## src/rtl/uart_regmap_pkg.sv

```systemverilog
// Shared types and helpers for the UART byte register-map initiator.
package uart_regmap_pkg;

   typedef enum logic [2:0] {
      ST_IDLE,
      ST_SEND,
      ST_SEND_WAIT,
      ST_GAP,
      ST_RESP_HDR,
      ST_RESP_DATA,
      ST_FINISH
   } state_t;

   localparam int         RNW_BIT     = 7;
   localparam logic [1:0] ERR_OK      = 2'd0;
   localparam logic [1:0] ERR_TIMEOUT = 2'd1;
   localparam logic [1:0] ERR_HDR     = 2'd2;

   function automatic logic [7:0] make_hdr(input logic rnw, input logic [6:0] slave_id);
      logic [7:0] hdr;
      hdr          = {1'b0, slave_id};
      hdr[RNW_BIT] = rnw;
      return hdr;
   endfunction

endpackage

```

## src/rtl/cycle_timer.sv

```systemverilog
// Down-counter that reloads while load is high and flags expiry after CYCLES enabled clocks.
module cycle_timer #(
   parameter int CYCLES = 16
) (
   input  logic clk,
   input  logic rst_n,
   input  logic load,
   input  logic enable,
   output logic expired
);
   localparam int CW = $clog2(CYCLES + 1);

   logic [CW-1:0] cnt;

   always_ff @(posedge clk or negedge rst_n) begin
      if (!rst_n)                    cnt <= '0;
      else if (load)                 cnt <= CW'(CYCLES - 1);
      else if (enable && cnt != '0)  cnt <= cnt - 1'b1;
   end

   assign expired = enable && (cnt == '0);

endmodule

```

## src/rtl/uart_byte_regmap_master.sv

```systemverilog
// Host-side initiator: frames a read/write command onto uart_tx and checks/forwards the
// echoed header and read data arriving from uart_rx.
module uart_byte_regmap_master
   import uart_regmap_pkg::*;
#(
   parameter int NUM_ADDR_BYTES      = 1,
   parameter int GAP_CYCLES          = 2000,
   parameter int RESP_TIMEOUT_CYCLES = 20000
) (
   input  logic                        clk,
   input  logic                        rst_n,
   input  logic                        cmd_valid,
   output logic                        cmd_ready,
   input  logic                        cmd_read,
   input  logic [6:0]                  cmd_slave_id,
   input  logic [NUM_ADDR_BYTES*8-1:0] cmd_address,
   input  logic [7:0]                  cmd_len,
   input  logic                        wr_valid,
   output logic                        wr_ready,
   input  logic [7:0]                  wr_data,
   output logic                        rd_valid,
   output logic [7:0]                  rd_data,
   output logic                        done,
   output logic [1:0]                  error,
   output logic                        tx_trig,
   output logic [7:0]                  tx_data,
   input  logic                        tx_bsy,
   input  logic                        rx_data_valid,
   input  logic [7:0]                  rx_data
);
   localparam int AW      = NUM_ADDR_BYTES * 8;
   localparam int HDR_LEN = 1 + NUM_ADDR_BYTES;
   localparam int IDX_W   = $clog2(HDR_LEN + 257);

   state_t           state;
   logic             lat_read;
   logic [6:0]       lat_id;
   logic [AW-1:0]    lat_addr;
   logic [7:0]       lat_len;
   logic [IDX_W-1:0] byte_idx;
   logic [IDX_W-1:0] last_idx;
   logic [8:0]       rx_cnt;
   logic             hdr_seen;
   logic             skip_bsy;

   logic       data_byte;
   logic       in_resp;
   logic       rx_live;
   logic       hdr_match;
   logic       hdr_ok_now;
   logic [7:0] hdr_exp;
   logic [7:0] addr_byte;
   logic [7:0] next_byte;
   logic       gap_exp;
   logic       resp_exp;

   always_comb begin
      hdr_exp   = make_hdr(lat_read, lat_id);
      last_idx  = lat_read ? IDX_W'(HDR_LEN) : IDX_W'(HDR_LEN) + IDX_W'(lat_len);
      data_byte = !lat_read && (byte_idx >= IDX_W'(HDR_LEN));
      addr_byte = '0;
      for (int k = 0; k < NUM_ADDR_BYTES; k++)
         if (byte_idx == IDX_W'(k + 1)) addr_byte = lat_addr[(NUM_ADDR_BYTES-1-k)*8 +: 8];
      if (byte_idx == '0)                   next_byte = hdr_exp;
      else if (byte_idx < IDX_W'(HDR_LEN))  next_byte = addr_byte;
      else                                  next_byte = lat_len;
      in_resp    = (state == ST_RESP_HDR) || (state == ST_RESP_DATA);
      // the responder may answer while we are still sitting out the gap
      rx_live    = rx_data_valid && (in_resp || state == ST_GAP);
      hdr_match  = (rx_data == hdr_exp);
      hdr_ok_now = rx_live && !hdr_seen && hdr_match && lat_read;
   end

   assign wr_ready = (state == ST_SEND) && data_byte && !tx_bsy;

   cycle_timer #(.CYCLES(GAP_CYCLES)) u_gap_timer (
      .clk     (clk),
      .rst_n   (rst_n),
      .load    (state != ST_GAP),
      .enable  (state == ST_GAP),
      .expired (gap_exp)
   );

   cycle_timer #(.CYCLES(RESP_TIMEOUT_CYCLES)) u_resp_timer (
      .clk     (clk),
      .rst_n   (rst_n),
      .load    (!in_resp || rx_data_valid),
      .enable  (in_resp),
      .expired (resp_exp)
   );

   always_ff @(posedge clk or negedge rst_n) begin
      if (!rst_n) begin
         state     <= ST_IDLE;
         cmd_ready <= 1'b1;
         tx_trig   <= 1'b0;
         tx_data   <= '0;
         rd_valid  <= 1'b0;
         rd_data   <= '0;
         done      <= 1'b0;
         error     <= ERR_OK;
         lat_read  <= 1'b0;
         lat_id    <= '0;
         lat_addr  <= '0;
         lat_len   <= '0;
         byte_idx  <= '0;
         rx_cnt    <= '0;
         hdr_seen  <= 1'b0;
         skip_bsy  <= 1'b0;
      end else begin
         tx_trig  <= 1'b0;
         rd_valid <= 1'b0;
         done     <= 1'b0;
         case (state)
            ST_IDLE: begin
               if (cmd_valid) begin
                  lat_read  <= cmd_read;
                  lat_id    <= cmd_slave_id;
                  lat_addr  <= cmd_address;
                  lat_len   <= cmd_len;
                  error     <= ERR_OK;
                  byte_idx  <= '0;
                  rx_cnt    <= '0;
                  hdr_seen  <= 1'b0;
                  cmd_ready <= 1'b0;
                  state     <= ST_SEND;
               end
            end
            ST_SEND: begin
               if (!tx_bsy && (!data_byte || wr_valid)) begin
                  tx_trig  <= 1'b1;
                  tx_data  <= data_byte ? wr_data : next_byte;
                  byte_idx <= byte_idx + 1'b1;
                  skip_bsy <= 1'b1;
                  state    <= ST_SEND_WAIT;
               end
            end
            ST_SEND_WAIT: begin
               // uart_tx raises busy one clock after the trigger
               if (skip_bsy)     skip_bsy <= 1'b0;
               else if (!tx_bsy) state <= (byte_idx == last_idx + 1'b1) ? ST_GAP : ST_SEND;
            end
            ST_GAP: begin
               if (gap_exp) state <= (hdr_seen || hdr_ok_now) ? ST_RESP_DATA : ST_RESP_HDR;
            end
            ST_RESP_HDR, ST_RESP_DATA: begin
               if (resp_exp && !rx_data_valid) begin
                  error <= ERR_TIMEOUT;
                  state <= ST_FINISH;
               end
            end
            ST_FINISH: begin
               done      <= 1'b1;
               cmd_ready <= 1'b1;
               state     <= ST_IDLE;
            end
            default: state <= ST_IDLE;
         endcase

         // response bytes take priority over gap/timeout transitions above
         if (rx_live) begin
            if (!hdr_seen) begin
               if (!hdr_match) begin
                  error <= ERR_HDR;
                  state <= ST_FINISH;
               end else if (!lat_read) begin
                  state <= ST_FINISH;
               end else begin
                  hdr_seen <= 1'b1;
                  if (state == ST_RESP_HDR) state <= ST_RESP_DATA;
               end
            end else begin
               rd_valid <= 1'b1;
               rd_data  <= rx_data;
               rx_cnt   <= rx_cnt + 1'b1;
               if (rx_cnt == {1'b0, lat_len}) state <= ST_FINISH;
            end
         end
      end
   end

endmodule

```

## config.mk

```make
export PLATFORM = sky130hd
export DESIGN_NAME = uart_byte_regmap_master
export DESIGN_NICKNAME = d
export VERILOG_FILES = /design/src/rtl/uart_regmap_pkg.sv /design/src/rtl/cycle_timer.sv /design/src/rtl/uart_byte_regmap_master.sv
export SDC_FILE = /design/constraint.sdc
export NUM_CORES = 1
export LEC_CHECK = 0
export CORE_UTILIZATION = 25
export CTS_BUF_LIST = sky130_fd_sc_hd__clkbuf_2
export DETAILED_ROUTE_END_ITERATION = 6
export GPL_TIMING_DRIVEN = 0
export SYNTH_ARGS = -nofsm -noshare
export SYNTH_HDL_FRONTEND = slang
export SYNTH_HIERARCHICAL = 1
export SYNTH_SLANG_ARGS = --single-unit
```

## constraint.sdc

```tcl
create_clock -name clk -period 3.5 [get_ports clk]
set_input_delay 0.7 -clock clk [delete_from_list [all_inputs] [get_ports clk]]
set_output_delay 0.7 -clock clk [all_outputs]
set_load 0.01 [all_outputs]
```

# [After elaboration in Yosys (flattened, before gate mapping)]
# Index checks and enable logic that the tools add are counted.
[word_totals] output_inout_bits=23 register_bits=95 elab_cells=133
[classes] n_reduce_logical=42 n_eq_ne=13 muxes=52 order_cmp=2 addsub=6
[op_table] op="$mux W9" n=7
[op_table] op="$mux W3" n=12
[op_table] op="$mux W8" n=4
[op_table] op="$mux W15" n=2
[op_table] op="$add A9 B1 Y9 const B" n=3
[op_table] op="$mux W11" n=2
[op_table] op="$pmux W9 S2" n=1
[op_table] op="$logic_not A15 Y1" n=1
[op_table] op="$pmux W3 S5" n=1
[op_table] op="$reduce_bool A15 Y1" n=1
[op_table] op="$sub A15 B1 Y15 const B" n=1
[op_table] op="$mux W1" n=14
[op_table] op="$logic_and A1 B1 Y1" n=13
[op_table] op="$mux W2" n=6
[op_table] op="$logic_not A11 Y1" n=1
[op_table] op="$reduce_bool A11 Y1" n=1
[op_table] op="$sub A11 B1 Y11 const B" n=1
[op_table] op="$reduce_and A2 Y1" n=5
[op_table] op="$reduce_bool A2 Y1" n=5
[op_table] op="$add A2 B8 Y9 const A" n=1
[op_table] op="$eq A3 B3 Y1 const B" n=3
[op_table] op="$eq A9 B1 Y1 const B" n=1
[op_table] op="$eq A9 B8 Y1" n=1
[op_table] op="$eq A9 B9 Y1" n=1
[op_table] op="16 further kinds" n=27

# [Longest topological paths before layout]
# Gate-level depths: netlist (run 1).
[logic_depth] depth_word=16 mapped_depth=11 mapped_depth_nobuf=10

# [Modules after synthesis]
# Netlist (run 1), hierarchy kept.
[modules_own_cells] module="uart_byte_regmap_master" n_inst=1 cells_per_inst=483 seq_area_each_um2=1727.9 area_per_inst_um2=4028.9
[modules_own_cells] module="cycle_timer at u_resp_timer" n_inst=1 cells_per_inst=91 seq_area_each_um2=375.4 area_per_inst_um2=893.4
[modules_own_cells] module="cycle_timer at u_gap_timer" n_inst=1 cells_per_inst=76 seq_area_each_um2=275.3 area_per_inst_um2=701.9

# [Worst setup path after synthesis (run 1)]
# Ideal clock, no wire load.
[synth_timing] kind="reg2out" from="reg byte_idx[6]" to="out wr_ready" t_required_ps=2800 path_slack_ps=1019 path_buffers=1 path_stages_with_launch=5 t_arrival_ps=1781 path_cell_list="dfrtp_1 > or4_1 > o41a_1 > buf_2 > and2_1"
[synth_between] elab_chain_len=4
[synth_rtl] element="start: declaration" line="uart_byte_regmap_master.sv:40" rtl="logic [IDX_W-1:0] byte_idx;"
[synth_rtl] element="start signal: assignment" line="uart_byte_regmap_master.sv:133" rtl="byte_idx <= byte_idx + 1'b1;"
[synth_rtl] element="$ge A9 B2 Y1" line="uart_byte_regmap_master.sv:60" rtl="data_byte = !lat_read && (byte_idx >= IDX_W'(HDR_LEN));"
[synth_rtl] element="$logic_and A1 B1 Y1" line="uart_byte_regmap_master.sv:60"
[synth_rtl] element="$logic_and A1 B1 Y1 (2 in a row)" line="uart_byte_regmap_master.sv:74" rtl="assign wr_ready = (state == ST_SEND) && data_byte && !tx_bsy;"
[synth_rtl] element="end: declaration" line="uart_byte_regmap_master.sv:19" rtl="output logic wr_ready,"
# Every way passes these cells.

# [Final worst setup path (run 1)]
# Same ends and word-level chain as after synthesis.

==> summary.txt, run 1 <==
Outcome
  – Status: finished, violations left
  – Failing checks: DRC

Timing
  – Hold Vio Cnt, Final: 0
  – Hold WS: between 20 and 25 ps
  – Highest clock rate: just under 300 MHz
  – RSZ-0062 raised after global routing: false
  – Setup tns final: 0 ps
  – Final setup vio count: 0
  – Crit path time final: 3400 ps
  – Tightest Pin Transition: 832 ps
  – Final period util: 97.1%
  – Worst Skew: 20.3 ps
  – Slew Limit Headroom: 44.2%
  – Max Slew Vio Count: 0

Worst setup path
  – Setup CP Type: flop to output port
  – Critical R2R Launch: state[1]$_DFF_PN0_
  – Critical path data arrival time: 2700 ps
  – CP Launch Point: byte_idx[6]$_DFFE_PN0P_
  – CP Capture Type: output port
  – Critical Path RT: between 2000 and 3000 ps
  – Crit start category: flop
  – CP max FO: 10

Floorplan
  – Full die area: 23100 µm²
  – Die Height: 152 µm
  – Num ports: 69
  – Core Region: 22000 µm²
  – Die width: about 150 µm
  – Core Rows: 54
  – Initial Util: 25.6%

Pwr
  – Pwr/cell area: 605 nW/µm²
  – P_leak: 2.68 nW
  – Max IR drop VDD: 0.000324 V

Logic synthesis
  – Mapped Cells: 650
  – Unique masters post-synth: 78
  – Mapped cell area: about 5600 µm²
  – Yosys warning total: 6
  – Mapped Nets: just over 700
  – Synth Area per Inst: between 8 and 9 µm²
  – Seq/Total Area, Yosys: approximately 42%
  – Async SR Flop Fraction: 100%
  – Post-synth EDFFs: 0
  – Synth Register Bits: 95
  – Most used DFF post-synth: dfrtp_1

GRT
  – Initial antenna violation count: 1
  – Vias in the first global route: 4793
  – Largest net degree at the start of global routing: 55
  – First-pass GRT wire length: 25.0 mm
  – GRT overflow: 0
  – Total GRT Usage: 13.4%

Cells and area
  – Final layout net count: 786
  – Area Overhead vs Synth: 21.2%
  – Most frequent cells in the layout: nand2_1, dfrtp_1, clkdlybuf4s50_1
  – Commonest non-fill, non-tap cell in the layout: nand2_1
  – Layout cell share with drive strength beyond 1: roughly 7.5%
  – Final Util: ~31%
  – Post-Layout Cell Count: around 1000

Drt
  – Vias per inst: 4.78
  – Avg WL per Cell: 14.6 µm
  – Drt first pass iters: 6
  – Residual DRC: 2
  – Post-Route WL: 14.8 mm
  – DR iter-0 viols: between 200 and 250
  – DRT antenna net count: 0
  – DR vias: around 5000

Hold path
  – HP Class: input port to asynchronous set/reset pin

Job
  – Max_cap viols: 0

Clock network
  – Max clock buf depth: 2
  – CTS sink cnt: 95
  – Post-CTS Hold Buffers: 0
  – Worst-skew pair later-pin latency: 620 ps
  – CTS Buf Count: 9
  – Clock slew at reported path FFs: about 250 ps
  – CTS tree: yes
  – Clk root buf: clkbuf_2
  – H-tree lvl count: 3

Placed design
  – GP Congestion: 0.799
  – Port buffer count: 68
  – Dpl cells: between 900 and 1000
  – Final HPWL DP: 10.8 mm
-- final cells by class --
cell class	count	area (µm²)
Multi-Input combinational cell	503	3040
Sequential cell	95	2380
Antenna cell	1	2.50
Timing Repair Buffer	72	727
Tap cell	280	350
Inverter	16	61.3
Fill cell	2326	15100
Buffer	34	156
Clock buffer	10	50.0
Clock inverter	5	50.0
-- power breakdown --
part	switching (mW)	total, mW	internal (mW)
Sequential	0.242	1.61	1.37
Combinational	1.10	1.96	0.861
Clock	0.390	0.548	0.158
-- cells in the mapped netlist, types with 10 or more instances --
master | n | area share, %
inv_1 | 12 | 0.80
mux2i_1 | 11 | 2.0
xor2_1 | 10 | 1.6
nand3_1 | 26 | 2.3
clkbuf_1 | 27 | 1.8
nor3_1 | 19 | 1.7
dfrtp_1 | 94 | 42
a21oi_1 | 29 | 2.6
xnor2_1 | 28 | 4.4
nor2_1 | 54 | 3.6
nand2_1 | 139 | 9.3
o21ai_0 | 23 | 2.0
nand4_1 | 10 | 1.1
nor2b_1 | 14 | 1.6
-- registers in the layout, summed over array words and instances (netlist names), 8 cells and up --
signal	count
lat_len	8
byte_idx	9
rd_data	8
rx_cnt	9
lat_addr	8
u_resp_timer/cnt	15
u_gap_timer/cnt	11
tx_data	8
-- metrics by stage --
stage	setup slack (ps)	power [mW]	cell area, µm²
finish	102	4.12	6820
global placement	-2030	3.58	6660
floorplan	1020	2.88	5620
global route	25.7	4.47	6820
CTS	88.7	4.16	6810
detailed placement	341	3.59	6680
-- logic make-up (layout without fill, tap and decap cells) --
family | count (synthesis) | after routing | synth area share [%]
other | 0 | 1 | 0
and+or+nand+nor | 328 | 328 | 29.0
AOI/OAI and AO/OA | 113 | 113 | 14.1
adders and majority gates | 9 | 9 | 2.00
muxes | 15 | 15 | 2.76
buffers and inverters | 52 | 137 | 3.96
DFF | 95 | 95 | 42.3
xor gates and xnor gates | 38 | 38 | 5.92
-- repair_timing --
action                     CTS  global route
buffers inserted             3             0
hold endpoints to repair     0             0
pin swaps                    1             0
gates cloned                 0             0
gates resized for setup      7             0
setup endpoints to repair    1             1
-- path summary, 6_finish.rpt --
check	end	slack, ps	cells after the start
max	wr_ready	100	5
min reg2reg	rx_cnt[8]$_DFF_PN0_	500	1
max in group asynchronous	cmd_ready$_DFFE_PN1P_	2770	2
min	u_resp_timer/cnt[9]$_DFFE_PN0P_	20	1
max reg2reg	state[1]$_DFF_PN0_	860	10
min in group clk	rx_cnt[8]$_DFF_PN0_	500	1
-- critical path: stages (launching register included) --
cell and delay, ps:
dfrtp_2 480, or4_4 580, o41a_1 430, buf_4 190
and2_1 140, dlygate4sd2_1 280
-- metal layers --
| layer | wire (µm) | global-route usage, % | vias up |
|---|---|---|---|
| met2 | 6530 | 20.6 | 102 |
| met3 | 813 | 3.82 | 14 |
| met1 | 7240 | 18.2 | 2299 |
| met5 | 0 | 0 | - |
| li1 | - | - | 2442 |
| met4 | 208 | 4.23 | 0 |
Note: power is estimated with default switching activity, not from simulation.
==> run 2, diff against run 1 <==
--- a/config.mk
+++ b/config.mk
@@ -9,6 +9,7 @@
 export CTS_BUF_LIST = sky130_fd_sc_hd__clkbuf_2
 export DETAILED_ROUTE_END_ITERATION = 6
 export GPL_TIMING_DRIVEN = 0
+export RECOVER_POWER = 50
 export SYNTH_ARGS = -nofsm -noshare
 export SYNTH_HDL_FRONTEND = slang
 export SYNTH_HIERARCHICAL = 1
==> summary.txt, run 2 (synthesis gave the netlist of run 1 again) <==
Timing
  – Slew Limit Headroom: -61.4% (was 44.2%)
  – Tightest Pin Transition: 2420 ps (was 832 ps)
  – Highest clock rate: 294 MHz (about the same)
  – Setup tns final: 0 ps (unchanged)
  – RSZ-0062 raised after global routing: false (unchanged)
  – Crit path time final: 3400 ps (about the same)
  – Hold Vio Cnt, Final: 0 (unchanged)
  – Worst Skew: 19.2 ps (was 20.3 ps)
  – Final period util: 97.1% (about the same)
  – Max Slew Vio Count: 42 (was 0)
  – Final setup vio count: 0 (unchanged)

Clock network
  – Clk root buf: clkbuf_2 (unchanged)
  – Clock slew at reported path FFs: 240 ps (was 250 ps)
  – Max clock buf depth: 2 (unchanged)
  – H-tree lvl count: 3 (unchanged)
  – CTS tree: yes (unchanged)
  – Worst-skew pair later-pin latency: 630 ps (was 620 ps)
  – CTS sink cnt: 95 (unchanged)
  – CTS Buf Count: 9 (unchanged)
  – Post-CTS Hold Buffers: 0 (unchanged)

Pwr
  – Max IR drop VDD: 0.000324 V (about the same)
  – P_leak: 2.68 nW (about the same)
  – Pwr/cell area: 606 nW/µm² (was 605 nW/µm²)

GRT
  – Largest net degree at the start of global routing: 55 (unchanged)
  – First-pass GRT wire length: 25.0 mm (unchanged)
  – Initial antenna violation count: 1 (unchanged)
  – Total GRT Usage: 13.4% (unchanged)
  – GRT busiest layer: met2 (unchanged)
  – Met2 GRT Util: 20.6% (unchanged)
  – GRT overflow: 0 (unchanged)
  – Vias in the first global route: 4793 (unchanged)
  – Met3 Use GR: 3.82% (unchanged)
  – GR Util met1: 18.2% (unchanged)

Placed design
  – GP Congestion: 0.799 (unchanged)
  – Dpl cell area: 6680 µm² (unchanged)
  – Final HPWL DP: 10.8 mm (unchanged)
  – Port buffer count: 68 (unchanged)

Floorplan
  – Core Region: 22000 µm² (unchanged)
  – Core Rows: 54 (unchanged)
  – Initial Util: 25.6% (unchanged)
  – Num ports: 69 (unchanged)
  – Full die area: 23100 µm² (unchanged)
  – Die width: 152 µm (unchanged)
  – Die Height: 152 µm (unchanged)

Job
  – Max_cap viols: 1 (was 0)

Cells and area
  – Area Overhead vs Synth: 20.8% (was 21.2%)
  – Biggest regs: u_resp_timer/cnt: 15 flops, u_gap_timer/cnt: 11 flops (unchanged)
  – Final Util: 30.9% (was 31.0%)
  – Most frequent cells in the layout: nand2_1, dfrtp_1, clkdlybuf4s50_1 (unchanged)
  – Top reg by flops: u_resp_timer/cnt (unchanged)
  – Final layout net count: 786 (unchanged)
  – Area of the multi-input gates: 3020 µm² (was 3040 µm²)
  – Register area: 2380 µm² (unchanged)
  – Commonest non-fill, non-tap cell in the layout: nand2_1 (unchanged)
  – Layout cell share with drive strength beyond 1: 6.53% (was 7.48%)
  – Max reg flops: 15 (unchanged)
  – Fillers: 2329 (was 2326)
  – Final Cell Area: 6790 µm² (was 6820 µm²)

Outcome
  – Status: finished, violations left (unchanged)
  – Failing checks: DRC, capacitance limit, slew limit (was DRC)

Worst setup path
  – CP Capture Type: output port (unchanged)
  – Critical path data arrival time: 2700 ps (about the same)
  – Setup CP Type: flop to output port (unchanged)
  – Crit start category: flop (unchanged)
  – R2r setup slk: 710 ps (was 860 ps)
  – Critical Path RT: 2800 ps (about the same)
  – CP max FO: 10 (unchanged)

Drt
  – DR iter-0 viols: 285 (was 219)
  – DR vias: 4870 (was 4857)
  – Avg WL per Cell: 14.5 µm (was 14.6 µm)
  – Residual DRC: 2 (unchanged)
  – Drt first pass iters: 6 (unchanged)
  – Post-Route WL: 14.8 mm (about the same)
  – Vias per inst: 4.79 (was 4.78)
  – DRT antenna net count: 0 (unchanged)

Hold path
  – HP Class: flop to flop (was input port to asynchronous set/reset pin)
[run 2: changes by cell type in the layout (fill, tap and decap cells not counted)]
cell      change
and2b_1       +2
and2b_2       -2
buf_4         -2
clkbuf_1      +2
nor3_1        +1
nor3_2        -1
nor4b_1       +1
nor4b_2       -1
o21ai_0       +1
o21ai_2       -1
[run 2: worst max-delay path, stage by stage, from the launching register on]
cell and delay, ps:
dfrtp_2 480, or4_4 580, o41a_1 430, buf_4 190, and2_1 140, dlygate4sd2_1 280
[run 2: final timing paths]
check,startpoint,endpoint,depth (start not counted)
max,byte_idx[6]$_DFFE_PN0P_,wr_ready,5
min,rx_cnt[8]$_DFF_PN0_,rx_cnt[8]$_DFF_PN0_,1
max reg2reg,byte_idx[0]$_DFFE_PN0P_,byte_idx[6]$_DFFE_PN0P_,10
min reg2reg,rx_cnt[8]$_DFF_PN0_,rx_cnt[8]$_DFF_PN0_,1
max in group asynchronous,rst_n,byte_idx[4]$_DFFE_PN0P_,1
min in group asynchronous,rst_n,u_resp_timer/cnt[9]$_DFFE_PN0P_,1
[run 2: power breakdown]
group          switching [mW]  total, mW  internal (mW)
Sequential              0.242       1.61           1.37
Combinational            1.10       1.95          0.853
Clock                   0.392      0.550          0.158
[run 2: routing by layer]
layer	routed length, µm	part of all wire, %
met4	198	1.3
met1	7210	49
met3	863	5.8
met2	6510	44
met5	0	0
[run 2: cell type report]
cell class	instances	area share, %
Inverter	16	0.903
Sequential cell	95	35.1
Timing Repair Buffer	72	10.6
Buffer	34	2.25
Tap cell	280	5.16
Multi-Input combinational cell	503	44.5
Clock buffer	10	0.737
Clock inverter	5	0.737
Antenna cell	1	0.0368
[run 2: through the flow]
step,hold WS [ps],setup slack (ps),instances,total power [mW]
finish,504,102,1016,4.11
floorplan,404,1020,650,2.88
CTS,27.8,88.7,1016,4.16
global route,492,25.7,1016,4.46
global placement,460,-2030,998,3.58
detailed placement,461,341,999,3.59
[run 2: repair_timing]
item,4_1_cts,5_1_grt
buffers inserted,3,0
resized for setup,7,0
endpoints found under the hold margin,0,0
endpoints found under the setup margin,1,1
pin swaps,1,0
==> run 3, diff against run 2 <==
--- a/config.mk
+++ b/config.mk
@@ -5,7 +5,7 @@
 export SDC_FILE = /design/constraint.sdc
 export NUM_CORES = 1
 export LEC_CHECK = 0
-export CORE_UTILIZATION = 25
+export CORE_UTILIZATION = 40
 export CTS_BUF_LIST = sky130_fd_sc_hd__clkbuf_2
 export DETAILED_ROUTE_END_ITERATION = 6
 export GPL_TIMING_DRIVEN = 0
==> summary.txt, run 3 (synthesis gave the netlist of run 1 again) <==
Timing
  – RSZ-0062 raised after global routing: false (unchanged)
  – Final setup vio count: 0 (unchanged)
  – Hold Vio Cnt, Final: 0 (unchanged)
  – Hold WS: 503 ps (was 504 ps)
  – Worst setup margin: 179 ps (was 102 ps)
  – Tightest Pin Transition: 2360 ps (was 2420 ps)
  – Slew Limit Headroom: -57.6% (was -61.4%)
  – Max Slew Vio Count: 42 (unchanged)
  – Crit path time final: 3320 ps (was 3400 ps)
  – Highest clock rate: 301 MHz (was 294 MHz)
  – Final period util: 94.9% (was 97.1%)
  – Worst Skew: 27.2 ps (was 19.2 ps)

Clock network
  – H-tree lvl count: 3 (unchanged)
  – CTS tree: yes (unchanged)
  – CTS Buf Count: 9 (unchanged)
  – Post-CTS Hold Buffers: 0 (unchanged)
  – CTS sink cnt: 95 (unchanged)
  – Clock slew at reported path FFs: 240 ps (about the same)
  – Worst-skew pair later-pin latency: 610 ps (was 630 ps)
  – Clk root buf: clkbuf_2 (unchanged)
  – Max clock buf depth: 2 (unchanged)

GRT
  – GR Util met1: 27.9% (was 18.2%)
  – GRT busiest layer: met2 (unchanged)
  – Met3 Use GR: 5.71% (was 3.82%)
  – GRT overflow: 0 (unchanged)
  – Total GRT Usage: 21.2% (was 13.4%)
  – First-pass GRT wire length: 24.4 mm (was 25.0 mm)
  – Vias in the first global route: 4943 (was 4793)
  – Initial antenna violation count: 0 (was 1)
  – Largest net degree at the start of global routing: 55 (unchanged)
  – Met2 GRT Util: 34.9% (was 20.6%)

Outcome
  – Failing checks: capacitance limit, slew limit (was DRC, capacitance limit, slew limit)
  – Status: finished, violations left (unchanged)

Placed design
  – Port buffer count: 68 (unchanged)
  – GP Congestion: 0.848 (was 0.799)
  – Dpl cells: 895 (was 999)
  – Final HPWL DP: 10.6 mm (was 10.8 mm)
  – Setup WS pre-CTS: 398 ps (was 341 ps)
  – Dpl cell area: 6550 µm² (was 6680 µm²)

Floorplan
  – Core Region: 13500 µm² (was 22000 µm²)
  – Core Rows: 42 (was 54)
  – Die width: 121 µm (was 152 µm)
  – Die Height: 121 µm (was 152 µm)
  – Full die area: 14500 µm² (was 23100 µm²)
  – Num ports: 69 (unchanged)
  – Initial Util: 41.8% (was 25.6%)

Pwr
  – Pwr/cell area: 616 nW/µm² (was 606 nW/µm²)
  – P_leak: 2.68 nW (about the same)
  – Sw Share: 41.7% (was 42.1%)
  – Combinational fraction of design power: 47.5% (was 47.4%)
  – Internal power: 2.40 mW (was 2.38 mW)
  – Switching pwr: 1.71 mW (was 1.73 mW)
  – Clk pwr share: 13.3% (was 13.4%)
  – Flop pwr share: 39.2% (was 39.3%)
  – Max IR drop VDD: 0.000399 V (was 0.000324 V)

Drt
  – Post-Route WL: 14.1 mm (was 14.8 mm)
  – Drt first pass iters: 5 (was 6)
  – DR vias: 4999 (was 4870)
  – Residual DRC: 0 (was 2)
  – DR iter-0 viols: 283 (was 285)
  – Avg WL per Cell: 15.5 µm (was 14.5 µm)
  – DRT antenna net count: 0 (unchanged)
  – Vias per inst: 5.48 (was 4.79)

Hold path
  – Hold_sp: rx_cnt[8]$_DFF_PN0_ (unchanged)
  – WHS Endpoint: rx_cnt[8]$_DFF_PN0_ (unchanged)
  – HP Class: flop to flop (unchanged)
  – Hold depth: 1 (unchanged)

Worst setup path
  – R2R Path End: state[1]$_DFF_PN0_ (was byte_idx[6]$_DFFE_PN0P_)
  – Critical path data arrival time: 2620 ps (was 2700 ps)
  – CP max FO: 10 (unchanged)
  – R2r setup slk: 760 ps (was 710 ps)
  – Critical Path RT: 2800 ps (about the same)
  – Reg2reg path depth: 11 (was 10)
  – WP buf/inv: 2 (unchanged)
  – Critical path's largest stage delay: 580 ps (about the same)
  – Slowest CP cell: or4_4 (unchanged)
  – CP cell instances: or4_4 > o41a_1 > buf_4 > and2_1 > dlygate4sd2_1 (unchanged)
  – Crit-path leading delay family: simple AND/OR/NAND/NOR gates (unchanged)
  – Crit start category: flop (unchanged)
  – CP Capture Type: output port (unchanged)
  – Critical R2R Launch: state[1]$_DFF_PN0_ (was byte_idx[0]$_DFFE_PN0P_)
  – Setup CP Type: flop to output port (unchanged)

Cells and area
  – Top reg by flops: u_resp_timer/cnt (unchanged)
  – Final layout net count: 786 (unchanged)
  – Final Util: 49.6% (was 30.9%)
  – Final Cell Area: 6670 µm² (was 6790 µm²)
  – Layout cell share with drive strength beyond 1: 6.93% (was 6.53%)
  – Post-Layout Cell Count: 912 (was 1016)
  – Area Overhead vs Synth: 18.5% (was 20.8%)
  – Most frequent cells in the layout: nand2_1, dfrtp_1, clkdlybuf4s50_1 (unchanged)
  – Fillers: 1366 (was 2329)
  – N_diodes: 0 (was 1)
  – Biggest regs: u_resp_timer/cnt: 15 flops, u_gap_timer/cnt: 11 flops (unchanged)
  – Max reg flops: 15 (unchanged)
  – Commonest non-fill, non-tap cell in the layout: nand2_1 (unchanged)

Job
  – Max_cap viols: 1 (unchanged)
[run 3: changes by cell type in the layout (fill, tap and decap cells not counted)]
cell / delta
clkinv_4: +2
dfrtp_1: -2
dfrtp_2: +2
buf_1: -1
buf_4: +1
buf_6: -1
clkbuf_1: +1
clkinv_1: -1
clkinv_2: +1
clkinvlp_4: -1
diode_2: -1
nand2_1: +1
nand2_2: -1
[run 3: worst max path at each step]
stage	startpoint	endpoint	slack, ps	depth (start not counted)
floorplan	byte_idx[6]$_DFFE_PN0P_	wr_ready	1020	4
global placement	rst_n	tx_data[4]$_DFFE_PN0P_	-1920	1
detailed placement	byte_idx[6]$_DFFE_PN0P_	wr_ready	400	5
CTS	byte_idx[6]$_DFFE_PN0P_	wr_ready	60	5
global route	byte_idx[6]$_DFFE_PN0P_	wr_ready	20	5
finish	byte_idx[6]$_DFFE_PN0P_	wr_ready	180	5
[run 3: final cells by class]
cell class                      instances  area, µm²  share of cell area, %
Buffer                                 33        141                   2.12
Clock buffer                           10       50.0                  0.751
Clock inverter                          6       61.3                  0.920
Inverter                               16       61.3                  0.920
Multi-Input combinational cell        503       3020                   45.3
Sequential cell                        95       2380                   35.8
Tap cell                              176        220                   3.30
Timing Repair Buffer                   73        731                   11.0
[run 3: through the flow]
| stage | power [mW] | TNS [ps] |
|---|---|---|
| 6_report | 4.11 | 0 |
| 4_1_cts | 4.14 | 0 |
| 3_3_place_gp | 3.54 | -180020 |
| 2_1_floorplan | 2.88 | 0 |
| 3_5_place_dp | 3.58 | 0 |
| 5_1_grt | 4.45 | 0 |
[run 3: repair_timing]
action / CTS / global route
gates cloned: 0 / 0
gates resized for setup: 6 / 4
setup endpoints to repair: 1 / 1
pin swaps: 1 / 1
setup buffers: 3 / 1
[run 3: power groups by stage]
| stage | Clock [mW] | Sequential (mW) | Combinational [mW] |
|---|---|---|---|
| 2_1_floorplan | 0 | 1.61 | 1.26 |
| 3_3_place_gp | 0 | 1.63 | 1.91 |
| 3_5_place_dp | 0 | 1.64 | 1.94 |
| 4_1_cts | 0.567 | 1.62 | 1.96 |
| 5_1_grt | 0.615 | 1.65 | 2.18 |
| 6_report | 0.546 | 1.61 | 1.95 |
[run 3: per-layer routing]
metal | vias up | part of all wire, %
met5 | - | 0
met4 | 0 | 1.0
met3 | 9 | 5.6
met2 | 127 | 47
met1 | 2413 | 47
li1 | 2450 | -
==> RTL edit (settings of run 2) <==
Change the parameter `NUM_ADDR_BYTES` from 1 to 2.
--- a/src/rtl/uart_byte_regmap_master.sv
+++ b/src/rtl/uart_byte_regmap_master.sv
@@ -3,7 +3,7 @@
 module uart_byte_regmap_master
    import uart_regmap_pkg::*;
 #(
-   parameter int NUM_ADDR_BYTES      = 1,
+   parameter int NUM_ADDR_BYTES      = 2,
    parameter int GAP_CYCLES          = 2000,
    parameter int RESP_TIMEOUT_CYCLES = 20000
 ) (
Ports: changed (resized cmd_address); port bits go from 69 to 77. The function was not compared with the original's and may differ.
==> RTL edit against run 2 <==
  * The flow finishes with violations (max-capacitance violations, max-slew violations)
  * Sequential cell count is 8 higher
  * Design area is 6.6% higher
  * Routed wire length is 7.1% higher
  * Synthesized area is 6.0% higher
  * Die area is 5.9% higher
  * Critical path type unchanged
  * Setup slack better by 0.077 ns
  * Global-route usage hardly changed
  * Count of clock-buffer cells in the layout is 2 higher
  * Worst hold slack better by 0.016 ns
  * Synthesized cell count is 0.46% higher
  * Power is 2.5% higher
==> RTL edit: results (changes against run 2) <==
CP Data Arrival Time: 2.62 ns (was 2.70 ns)
Max transition margin: -47.41% (was -61.42%)
post-place setup slack: 0.4554 ns (was 0.3414 ns)
FILL cells: 2520 (was 2329)
final non-filler cell total: 1066 (was 1016)
max-cap violation count: 1 (unchanged)
post-synthesis sequential area ratio: 43.24% (was 42.29%)
status: complete, but fails checks (unchanged)
Final Skew: 0.03688 ns (was 0.01923 ns)
Synth Area in Adders: 1.888% (was 2.002%)
compound-cell area share of the yosys netlist: 15.30% (was 14.08%)
Max stage delay on crit path: 0.55 ns (was 0.58 ns)
dpl cells: 1049 (was 999)
Slew Limit Fails: 39 (was 42)
Detailed Routing Iterations Pass 1: 7 (was 6)
worst hold margin: 0.5201 ns (was 0.5042 ns)
final wirelength: 15820 um (was 14780 um)
met3 Usage GRT: 1.606% (was 3.822%)
Synth area leaders: dfrtp_1 43%, nand2_1 7.7%, xnor2_1 3.5% (was dfrtp_1 42%, nand2_1 9.3%, xnor2_1 4.4%)
failing checks: max-capacitance violations, max-slew violations (was design-rule violations, max-capacitance violations, max-slew violations)
post-synth net total: 716 (was 705)
syn_area_per_cell: 9.132 um2 (was 8.653 um2)
met2 GRT Util: 20.64% (was 20.57%)
global placement routability congestion: 0.8160 (was 0.7992)
leakage power: 2.896 nW (was 2.676 nW)
RTL edit: cells by family (layout without fill, tap and decap cells):
family	count (synthesis)	count (layout)
compound gates	130	130
xor+xnor	38	38
fa+ha+maj	9	9
buf+inv	55	148
flops	103	103
mux	30	30
other cells	0	1
simple gates	288	288
RTL edit: layout make-up:
class	count	area, um2	share of cell area, %
Antenna cell	1	2.502	0.03458
Buffer	37	160.2	2.213
Clock buffer	12	60.06	0.8299
Clock inverter	4	31.28	0.4322
Inverter	17	63.81	0.8817
Multi-Input combinational cell	495	3147	43.48
Sequential cell	103	2581	35.67
Tap cell	319	399.1	5.515
Timing Repair Buffer	78	792.0	10.94
RTL edit: repair_timing:
action / in CTS / in global routing
gates resized for setup: 2 / 4
hold endpoints to repair: 19 / 0
hold buffers: 1 / 0
setup endpoints to repair: 1 / 1
RTL edit: power breakdown:
group,leakage (nW),switching [mW],internal [mW]
registers,1.26,0.184,1.47
logic,1.57,1.17,0.863
clock network,0.0665,0.425,0.107
total,2.90,1.78,2.44
